<file path="src/rtl/cpa_seq_adder_pkg.sv">
// cpa_seq_adder_pkg: shared widths and FSM state type for the sequential carry-propagate adder
package cpa_seq_adder_pkg;
    localparam int PROD_W = 32;
    localparam int ROW_W  = 31;
    typedef enum logic [1:0] {IDLE, ADD, DONE} state_t;
endpackage

</file>
<file path="src/rtl/cpa_seq_adder_chunk_add.sv">
// cpa_chunk_add: combinational W-bit ripple adder built from full_adder cells
//   a, b : W-bit addends
//   cin  : carry in
//   sum  : W-bit sum
//   cout : carry out of the top bit
module full_adder (
    input  logic a,
    input  logic b,
    input  logic c,
    output logic s,
    output logic co
);
    assign s  = a ^ b ^ c;
    assign co = (a & b) | (c & (a ^ b));
endmodule

module cpa_chunk_add #(
    parameter int W = 8
) (
    input  logic [W-1:0] a,
    input  logic [W-1:0] b,
    input  logic         cin,
    output logic [W-1:0] sum,
    output logic         cout
);
    logic [W:0] c;
    assign c[0] = cin;
    assign cout = c[W];
    for (genvar i = 0; i < W; i++) begin : g_fa
        full_adder u_fa (.a(a[i]), .b(b[i]), .c(c[i]), .s(sum[i]), .co(c[i+1]));
    end
endmodule

</file>
<file path="src/rtl/cpa_seq_adder.sv">
// cpa_seq_adder: adds the two final Dadda rows CHUNK_W bits per cycle, LSB slice first
//   clk, rst        : clock, synchronous active-high reset
//   row0, row1      : 31-bit sum/carry rows, accepted when in_valid & in_ready
//   product         : registered 32-bit sum, valid while out_valid
//   out_ready       : consumer takes product this cycle
//   acc_clr         : only with CPA_SEQ_ACC_EN; clears the accumulator at an output transfer
// Optional macro CPA_SEQ_ACC_EN adds a 32-bit accumulator folded into every sum.
module cpa_seq_adder
    import cpa_seq_adder_pkg::*;
#(
    parameter int CHUNK_W = 8
) (
    input  logic              clk,
    input  logic              rst,
    input  logic [ROW_W-1:0]  row0,
    input  logic [ROW_W-1:0]  row1,
    input  logic              in_valid,
    output logic              in_ready,
    output logic [PROD_W-1:0] product,
    output logic              out_valid,
    input  logic              out_ready
`ifdef CPA_SEQ_ACC_EN
    ,input logic              acc_clr
`endif
);
    localparam int NCH = PROD_W / CHUNK_W;
    localparam int IW  = NCH > 1 ? $clog2(NCH) : 1;
`ifdef CPA_SEQ_ACC_EN
    localparam int CW  = 2;
`else
    localparam int CW  = 1;
`endif

    if (PROD_W % CHUNK_W != 0) begin : g_bad_chunk
        $error("CHUNK_W must divide 32");
    end

    state_t              state_q, state_d;
    logic [IW-1:0]       idx_q, idx_d;
    logic [CW-1:0]       carry_q, carry_d;
    logic [PROD_W-1:0]   a_q, a_d, b_q, b_d, product_q, product_d, acc_q, acc_d;
    logic [4:0]          base;
    logic [CHUNK_W-1:0]  s0, sum;
    logic [CW-1:0]       cout;
    logic                xfer_in, xfer_out;

    assign base      = 5'(idx_q * CHUNK_W);
    assign in_ready  = (state_q == IDLE) | ((state_q == DONE) & out_ready);
    assign out_valid = state_q == DONE;
    assign product   = product_q;
    assign xfer_in   = in_valid & in_ready;
    assign xfer_out  = (state_q == DONE) & out_ready;

    cpa_chunk_add #(.W(CHUNK_W)) u_add0 (
        .a(a_q[base +: CHUNK_W]), .b(b_q[base +: CHUNK_W]), .cin(carry_q[0]),
        .sum(s0), .cout(cout[0])
    );

`ifdef CPA_SEQ_ACC_EN
    // The accumulator slice is folded in by a second adder; the two carries
    // each carry weight 2^CHUNK_W, so together they hold a carry of 0..2.
    cpa_chunk_add #(.W(CHUNK_W)) u_add1 (
        .a(s0), .b(acc_q[base +: CHUNK_W]), .cin(carry_q[1]),
        .sum(sum), .cout(cout[1])
    );
`else
    assign sum = s0;
`endif

    always_comb begin
        state_d   = state_q;
        idx_d     = idx_q;
        carry_d   = carry_q;
        a_d       = a_q;
        b_d       = b_q;
        product_d = product_q;
        acc_d     = acc_q;
        if (state_q == ADD) begin
            product_d[base +: CHUNK_W] = sum;
            carry_d = cout;
            idx_d   = idx_q == IW'(NCH - 1) ? '0 : idx_q + 1'b1;
            state_d = idx_q == IW'(NCH - 1) ? DONE : ADD;
        end
        if (xfer_out) begin
            state_d = IDLE;
`ifdef CPA_SEQ_ACC_EN
            acc_d = acc_clr ? '0 : product_q;
`endif
        end
        if (xfer_in) begin
            state_d = ADD;
            a_d     = PROD_W'(row0);
            b_d     = PROD_W'(row1);
            carry_d = '0;
            idx_d   = '0;
        end
    end

    always_ff @(posedge clk) begin
        if (rst) begin
            state_q   <= IDLE;
            idx_q     <= '0;
            carry_q   <= '0;
            a_q       <= '0;
            b_q       <= '0;
            product_q <= '0;
            acc_q     <= '0;
        end else begin
            state_q   <= state_d;
            idx_q     <= idx_d;
            carry_q   <= carry_d;
            a_q       <= a_d;
            b_q       <= b_d;
            product_q <= product_d;
            acc_q     <= acc_d;
        end
    end
endmodule

</file>
<file path="config.mk">
export PLATFORM = sky130hd
export DESIGN_NAME = cpa_seq_adder
export DESIGN_NICKNAME = d
export VERILOG_FILES = /design/src/rtl/cpa_seq_adder_pkg.sv /design/src/rtl/cpa_seq_adder_chunk_add.sv /design/src/rtl/cpa_seq_adder.sv
export SDC_FILE = /design/constraint.sdc
export NUM_CORES = 1
export LEC_CHECK = 0
export CORE_UTILIZATION = 55
export DETAILED_ROUTE_END_ITERATION = 10
export HOLD_SLACK_MARGIN = 0.1
export PLACE_DENSITY = 0.85
export SYNTH_ARGS = -nofsm -noshare
export SYNTH_HDL_FRONTEND = slang
export SYNTH_HIERARCHICAL = 1
export SYNTH_SLANG_ARGS = --single-unit
</file>
<file path="constraint.sdc">
create_clock -name clk -period 10.3 [get_ports clk]
set_clock_uncertainty 0.2 [all_clocks]
set_input_delay 2.06 -clock clk [delete_from_list [all_inputs] [get_ports clk]]
set_output_delay 2.06 -clock clk [all_outputs]
set_load 0.01 [all_outputs]
</file>
==> reports/qor.csv, run 1 <==
stage;metric;value;unit
status;status;finished clean;
synth;synth top area cells;dfxtp_1 43%, a21bo_2 14%, a21oi_1 7.1%;
worst_setup_path;Critical Path RT;8.04;ns
global_route;pin count of the biggest net entering global routing;128;
floorplanning;initial core utilization;58.19;%
worst_setup_path;max incr delay on CP;0.90;ns
worst_setup_path;Setup CP Type;input pin to output port;
power;Logic pwr share;15.1;%
worst_setup_path;Crit Reg-Reg Startpoint;idx_q[0];
detailed_routing;vias per cell;5.825;
floorplanning;Die Span Y;93.35;um
clock_tree;deepest clock path buffer count;2;
clock_tree;TritonCTS Sinks;99;
power;sequential power share;50.5;%
clock_tree;H-tree Lvls;3;
floorplanning;area of the die;8713;sq um
power;part of the power in the clock network;34.5;%
power;sw power;0.1987;mW
synth;Mapped Area;4589;sq um
worst_setup_path;CP endpoint kind;output port;
placement;placed cells;597;
power;LEAKAGE;2.131;nW
power;Internal Power;0.6092;mW
layout;post-route insts no fill;613;
synth;post-synth top area cell;dfxtp_1;
synth;post-synthesis sequential area ratio;43.18;%
placement;Final HPWL DP;7032;um
detailed_routing;WL/cell;16.77;um
power;Worst VDD drop;0.00006617;V
sta;final setup vio count;0;
worst_setup_path;slowest CP cell;nand2b_4;
clock_tree;CTS tree;built;
global_route;initial antenna violation count;0;
worst_setup_path;capturing point of the worst reg2reg path;product[15];
power;power per cell area;140.1;nW/um^2
clock_tree;hold buffer count at cts;0;
worst_setup_path;worst-path cell chain;clkdlybuf4s50_1, nand2b_4, and2b_1, clkdlybuf4s50_1;
global_route;gr ovfl total;0;
flow_run;# Max-Cap Violations;0;
global_route;vias in the first global route;3471;
worst_hold_path;hold path depth;1;
detailed_routing;Pre-antenna DRT Iters;5;
global_route;first-pass GRT wire length;16830;um
placement;# port buffers;99;
sta;Slew headroom;19.45;%
floorplanning;die width;93.35;um
worst_setup_path;Critical Path AT;4.25;ns
placement;Routability Congestion;0.8023;
clock_tree;cts bufs inserted;9;
worst_setup_path;Worst setup SP type;input pin;
synth;Mapped Nets;515;
worst_setup_path;Crit Path Max Fanout;127;
layout;Core Util, Final;73.10;%
sta;Fin Setup TNS;0;ns
layout;layout net count;586;
sta;max-slew violation count;0;
sta;Period minus WS final;6.505;ns
worst_setup_path;Buf/Inv on CP;2;
clock_tree;CTS resizes;0;
worst_setup_path;R2R cell count;11;
detailed_routing;antenna-violating nets left;0;
layout;Fillers;587;
detailed_routing;DR iter-0 viols;217;
power;Tot Pwr;0.8079;mW
synth;Seq cells post-synth;99;
layout;Area Growth Syn to Fin;25.63;%
synth;post-synth top area share;43.18;%
floorplanning;core footprint;7888;sq um
clock_tree;Reg clk slew, reported paths;0.09;ns
detailed_routing;vias;3571;
worst_hold_path;Hold Path End;product[0];
clock_tree;CTS root buf;clkbuf_8;
sta;fmax;153.7;MHz
worst_setup_path;most frequent CP cell;clkdlybuf4s50_1;
sta;Least-Margin Pin Slew;1.208;ns
floorplanning;Core Rows;32;
floorplanning;num ports;100;
clock_tree;Post-CTS Setup Bufs;0;
sta;Final Cycle Share;63.16;%
detailed_routing;DRC viols;0;
worst_hold_path;hold_sp;product[0];
clock_tree;Worst-Skew Late Latency;0.36;ns
synth;synth warn;6;
worst_setup_path;family with the most delay on the worst path;simple AND/OR/NAND/NOR gates;
sta;Hold Fails Final Rpt;0;
worst_hold_path;Hold WC Path Type;flop to flop;
sta;RSZ-0062 raised after global routing;no;
worst_setup_path;reg2reg setup slack;5.11;ns
layout;layout cell share with drive strength beyond 1;20.55;%
detailed_routing;drt total wl;10280;um
synth;Post-Syn Instances;435;
power;Sw Share;24.59;%
synth;Synth Area per Inst;10.55;sq um
global_route;GRT Total Usage;25.04;%
synth;Synth cell types;29;
layout;# diodes;0;
==> layer usage <==
| metal | up-vias | GRT usage (%) | routed length (um) |
|---|---|---|---|
| met5 | - | 0 | 0 |
| met4 | 0 | 11.67 | 269 |
| met2 | 128 | 40.99 | 5052 |
| met1 | 1678 | 32.53 | 4395 |
| met3 | 25 | 3.902 | 564 |
| li1 | 1740 | - | - |
==> logic make-up (layout without fill, tap and decap cells) <==
logic type	after synthesis	count (layout)	share of synthesized area [%]
buf+inv	46	122	4.662
fa+ha+maj	14	14	5.125
compound gates	164	164	27.43
flops	99	99	43.18
mux	19	19	7.961
simple gates	93	93	11.64
==> cell type report <==
class / count / area (sq um) / share of cell area, %
multi-input combinational: 290 / 2404 / 41.69
sequential: 99 / 1982 / 34.37
timing repair buffer: 103 / 1016 / 17.62
clock buffer: 10 / 137.6 / 2.387
tap: 102 / 127.6 / 2.214
clock inverter: 6 / 87.58 / 1.519
inverter: 3 / 11.26 / 0.1953
==> registers in the layout, indices dropped and copies added, names as in the netlist <==
| name | flops |
|---|---|
| state_q | 2 |
| product | 32 |
| carry_q | 1 |
| b_q | 31 |
| idx_q | 2 |
| a_q | 31 |
==> how the worst max path moves through the flow <==
stage                          from          end  slack (ns)  cells after the start
after floorplan            idx_q[0]  product[15]        5.21                     12
after global placement    out_ready     in_ready        3.83                      4
after detailed placement  out_ready     in_ready        3.79                      4
after CTS                 out_ready     in_ready        3.77                      4
after global routing      out_ready     in_ready        3.64                      4
final                     out_ready     in_ready        3.79                      4
==> synthesized netlist by cell type <==
master,n
a21bo_2,62
a21oi_1,65
a21oi_2,2
a22o_1,32
and2_1,1
and2b_1,3
and4_1,2
buf_1,2
buf_2,24
buf_4,3
clkbuf_1,14
dfxtp_1,99
fa_1,8
ha_1,6
inv_1,3
mux2i_1,5
mux4_2,14
nand2_1,5
nand2b_1,1
nand3_1,62
nand3b_1,1
nor2_1,3
nor2b_1,5
nor3_1,5
nor4_4,2
nor4b_1,1
nor4b_2,1
o21ai_0,3
or3b_4,1
==> stage by stage <==
| step | hold WS [ns] | cell area, sq um | setup slack (ns) |
|---|---|---|---|
| floorplan | 0.2836 | 4589 | 5.209 |
| global placement | 0.2590 | 5540 | 3.827 |
| global route | 0.2987 | 5766 | 3.641 |
| CTS | 0.2874 | 5766 | 3.771 |
| finish | 0.2858 | 5766 | 3.795 |
| detailed placement | 0.2665 | 5540 | 3.794 |
==> worst reg2reg max path: cells and delay by family (launching register included) <==
kind / cells / cell delay (ns)
AO/OA/AOI/OAI: 1 / 0.23
flip-flops: 1 / 0.32
multiplexers: 1 / 0.59
buffers and inverters: 1 / 0.40
adder cells (fa/ha/maj): 8 / 3.35
==> power by group through the flow <==
stage	clock (mW)	sequential [mW]	combinational [mW]
after floorplan	0	0.414	0.0776
after global placement	0	0.415	0.118
after detailed placement	0	0.417	0.121
after CTS	0.278	0.408	0.122
after global routing	0.294	0.410	0.132
final	0.278	0.408	0.122
==> cells in the final DEF, fill, tap and decap left out <==
cell / count
a21bo_2: 62
a21oi_1: 65
a21oi_2: 2
a22o_1: 32
and2_1: 1
and2b_1: 2
and2b_4: 1
and4_1: 2
buf_2: 1
buf_4: 4
bufinv_16: 2
clkbuf_8: 10
clkdlybuf4s50_1: 98
clkinv_2: 2
clkinv_4: 1
dfxtp_1: 99
fa_1: 8
ha_1: 6
inv_1: 3
inv_6: 1
mux2i_1: 5
mux4_2: 14
nand2_1: 5
nand2b_4: 1
nand3_1: 62
nand3b_1: 1
nor2_1: 3
nor2b_1: 5
nor3_1: 5
nor4_4: 2
nor4b_1: 1
nor4b_2: 1
o21ai_0: 3
or3b_4: 1
Note: power is estimated with default switching activity, not from simulation.
==> run 2: changes to the inputs <==
--- a/config.mk
+++ b/config.mk
@@ -5,10 +5,10 @@
 export SDC_FILE = /design/constraint.sdc
 export NUM_CORES = 1
 export LEC_CHECK = 0
-export CORE_UTILIZATION = 55
+export CORE_UTILIZATION = 51
 export DETAILED_ROUTE_END_ITERATION = 10
 export HOLD_SLACK_MARGIN = 0.1
-export PLACE_DENSITY = 0.85
+export PLACE_DENSITY = 0.79
 export SYNTH_ARGS = -nofsm -noshare
 export SYNTH_HDL_FRONTEND = slang
 export SYNTH_HIERARCHICAL = 1
==> constraint.sdc (replaced) <==
create_clock -name clk -period 6.4 [get_ports clk]
set_clock_uncertainty 0.2 [all_clocks]
set_input_delay 1.28 -clock clk [delete_from_list [all_inputs] [get_ports clk]]
set_output_delay 1.28 -clock clk [all_outputs]
set_load 0.01 [all_outputs]
==> run 2 against run 1 <==
Compared with the run above: die area grew 7.7%; sequential share of layout area grew 0.052 points; highest routed layer unchanged; hold slack worse by 0.0013 ns; via count is 0.31% lower; setup slack got worse by 2.7 ns.
==> reports/qor.csv, run 2 (synthesis gave the netlist of run 1 again) <==
stage;metric;value;unit;change
worst_setup_path;Buf/Inv on CP;0;;-2
worst_setup_path;Critical Path AT;5.39;ns;+1.14 ns
placement;# port buffers;99;;unchanged
sta;Final Hold Slack;0.2845;ns;-0.001252 ns
layout;Core Util, Final;66.01;%;-7.1 points
worst_setup_path;Worst setup SP type;flop;;
worst_setup_path;slowest CP cell;dfxtp_1;;
layout;layout cell share with drive strength beyond 1;20.70;%;+0.16 points
floorplanning;area of the die;9382;sq um;+7.7%
power;power per cell area;218.4;nW/um^2;+56%
floorplanning;Die Span Y;96.86;um;+3.8%
power;Worst VDD drop;0.0001238;V;+87%
clock_tree;deepest clock path buffer count;2;;unchanged
power;LEAKAGE;2.106;nW;-1.1%
layout;# diodes;0;;unchanged
placement;placed cells;604;;+1.2%
floorplanning;die width;96.86;um;+3.8%
worst_hold_path;hold_sp;product[28];;
clock_tree;CTS tree;built;;
flow_run;# Max-Cap Violations;0;;unchanged
layout;Area Growth Syn to Fin;25.44;%;
detailed_routing;WL/cell;16.46;um;-1.9%
global_route;GRT Total Usage;21.96;%;-3.1 points
worst_setup_path;capturing point of the worst reg2reg path;product[15];;
worst_setup_path;reg2reg setup slack;1.07;ns;-4.04 ns
worst_setup_path;family with the most delay on the worst path;adder cells;;
detailed_routing;vias;3560;;-0.31%
clock_tree;cts bufs inserted;9;;unchanged
clock_tree;Post-CTS Setup Bufs;0;;unchanged
clock_tree;CTS root buf;clkbuf_8;;
worst_setup_path;max incr delay on CP;0.82;ns;-0.08 ns
global_route;gr ovfl total;0;;unchanged
detailed_routing;vias per cell;5.742;;-1.4%
worst_setup_path;Critical Path RT;6.46;ns;-1.58 ns
detailed_routing;DRC viols;0;;unchanged
clock_tree;H-tree Lvls;3;;unchanged
layout;max reg flops;32;;unchanged
layout;layout net count;587;;+0.17%
placement;Routability Congestion;0.7859;;-2.0%
floorplanning;initial core utilization;52.63;%;-5.6 points
sta;Hold Fails Final Rpt;0;;unchanged
global_route;pin count of the biggest net entering global routing;127;;-0.78%
layout;post-route insts no fill;620;;+1.1%
sta;RSZ-0062 raised after global routing;no;;
clock_tree;TritonCTS Sinks;99;;unchanged
sta;Slew headroom;21.21;%;+1.8 points
worst_setup_path;Crit Reg-Reg Startpoint;idx_q[0];;
layout;commonest cells after routing, fill and taps aside;99 x dfxtp_1, 98 x clkdlybuf4s50_1, 65 x a21oi_1;;
sta;final setup vio count;0;;unchanged
global_route;first-pass GRT wire length;16620;um;-1.2%
worst_setup_path;R2R cell count;10;;-1
layout;most common cell after layout, fill and taps aside;dfxtp_1;;
placement;Final HPWL DP;7222;um;+2.7%
status;status;finished clean;;
detailed_routing;antenna-violating nets left;0;;unchanged
worst_setup_path;Setup CP Type;flop to flop;;
detailed_routing;drt total wl;10210;um;-0.75%
clock_tree;Reg clk slew, reported paths;0.10;ns;about the same
clock_tree;CTS resizes;0;;unchanged
sta;Final Cycle Share;83.24;%;
sta;Least-Margin Pin Slew;1.182;ns;-0.02631 ns
worst_setup_path;most frequent CP cell;fa_1;;
worst_hold_path;hold path depth;1;;unchanged
worst_setup_path;CP endpoint kind;flop;;
floorplanning;core footprint;8721;sq um;+11%
worst_hold_path;Hold WC Path Type;flop to flop;;
floorplanning;Core Rows;34;;+6.3%
clock_tree;hold buffer count at cts;0;;unchanged
detailed_routing;Pre-antenna DRT Iters;5;;unchanged
floorplanning;num ports;100;;unchanged
global_route;initial antenna violation count;0;;unchanged
sta;Final WS setup;1.073;ns;-2.722 ns
sta;Fin Setup TNS;0;ns;unchanged
sta;max-slew violation count;0;;unchanged
placement;pre-CTS WS;1.099;ns;-2.695 ns
worst_setup_path;worst-path cell chain;mux4_2, fa_1, fa_1, fa_1, fa_1, fa_1, fa_1, fa_1, fa_1, a22o_1;;
sta;fmax;187.7;MHz;
sta;Period minus WS final;5.327;ns;
worst_setup_path;Crit Path Max Fanout;13;;-90%
global_route;vias in the first global route;3351;;-3.5%
detailed_routing;DR iter-0 viols;180;;-17%
worst_hold_path;Hold Path End;product[28];;
clock_tree;Worst-Skew Late Latency;0.36;ns;about the same
-- run 2: cell count changes in the layout (fill, tap and decap cells not counted) --
cell,before,now
bufinv_16,2,1
buf_4,4,5
clkbuf_8,10,9
clkinv_2,2,0
clkinvlp_4,0,4
-- run 2: worst max-delay path by stage --
| stage | startpoint | endpoint | slack [ns] | cells after the start |
|---|---|---|---|---|
| after CTS | idx_q[0] | product[15] | 1.08 | 10 |
| after floorplan | idx_q[0] | product[15] | 1.31 | 12 |
| final | idx_q[0] | product[15] | 1.07 | 10 |
| after global routing | idx_q[0] | product[31] | 0.86 | 10 |
| after global placement | idx_q[0] | product[15] | 1.17 | 10 |
| after detailed placement | idx_q[0] | product[15] | 1.10 | 10 |
-- run 2: cell type report --
type	count	area, sq um
clock buffers	9	123.9
clock inverters	7	77.57
fillers	688	2964
inverters	3	11.26
multi-input cells	290	2404
flip-flops and latches	99	1982
well taps	108	135.1
repair buffers	104	1023
-- run 2: metrics by stage --
step	total power [mW]	instance area [sq um]
final	1.257	5757
after global routing	1.306	5757
after CTS	1.265	5757
after detailed placement	0.8664	5555
after global placement	0.8605	5555
after floorplan	0.7914	4589
-- run 2: per-layer routing --
layer  GRT usage [%]  wire length (um)  vias to the layer above
met5               0                 0                        -
met4           8.381               163                        0
met3           3.324               458                       13
met2           36.13              4930                      109
met1           29.17              4653                     1692
li1                -                 -                     1746
-- run 2: report_power, final --
part,internal (mW),switching [mW],leakage [nW]
Combinational,0.106,0.0866,1.21
Sequential,0.643,0.0168,0.808
Clock,0.182,0.222,0.0881
Total,0.931,0.326,2.11
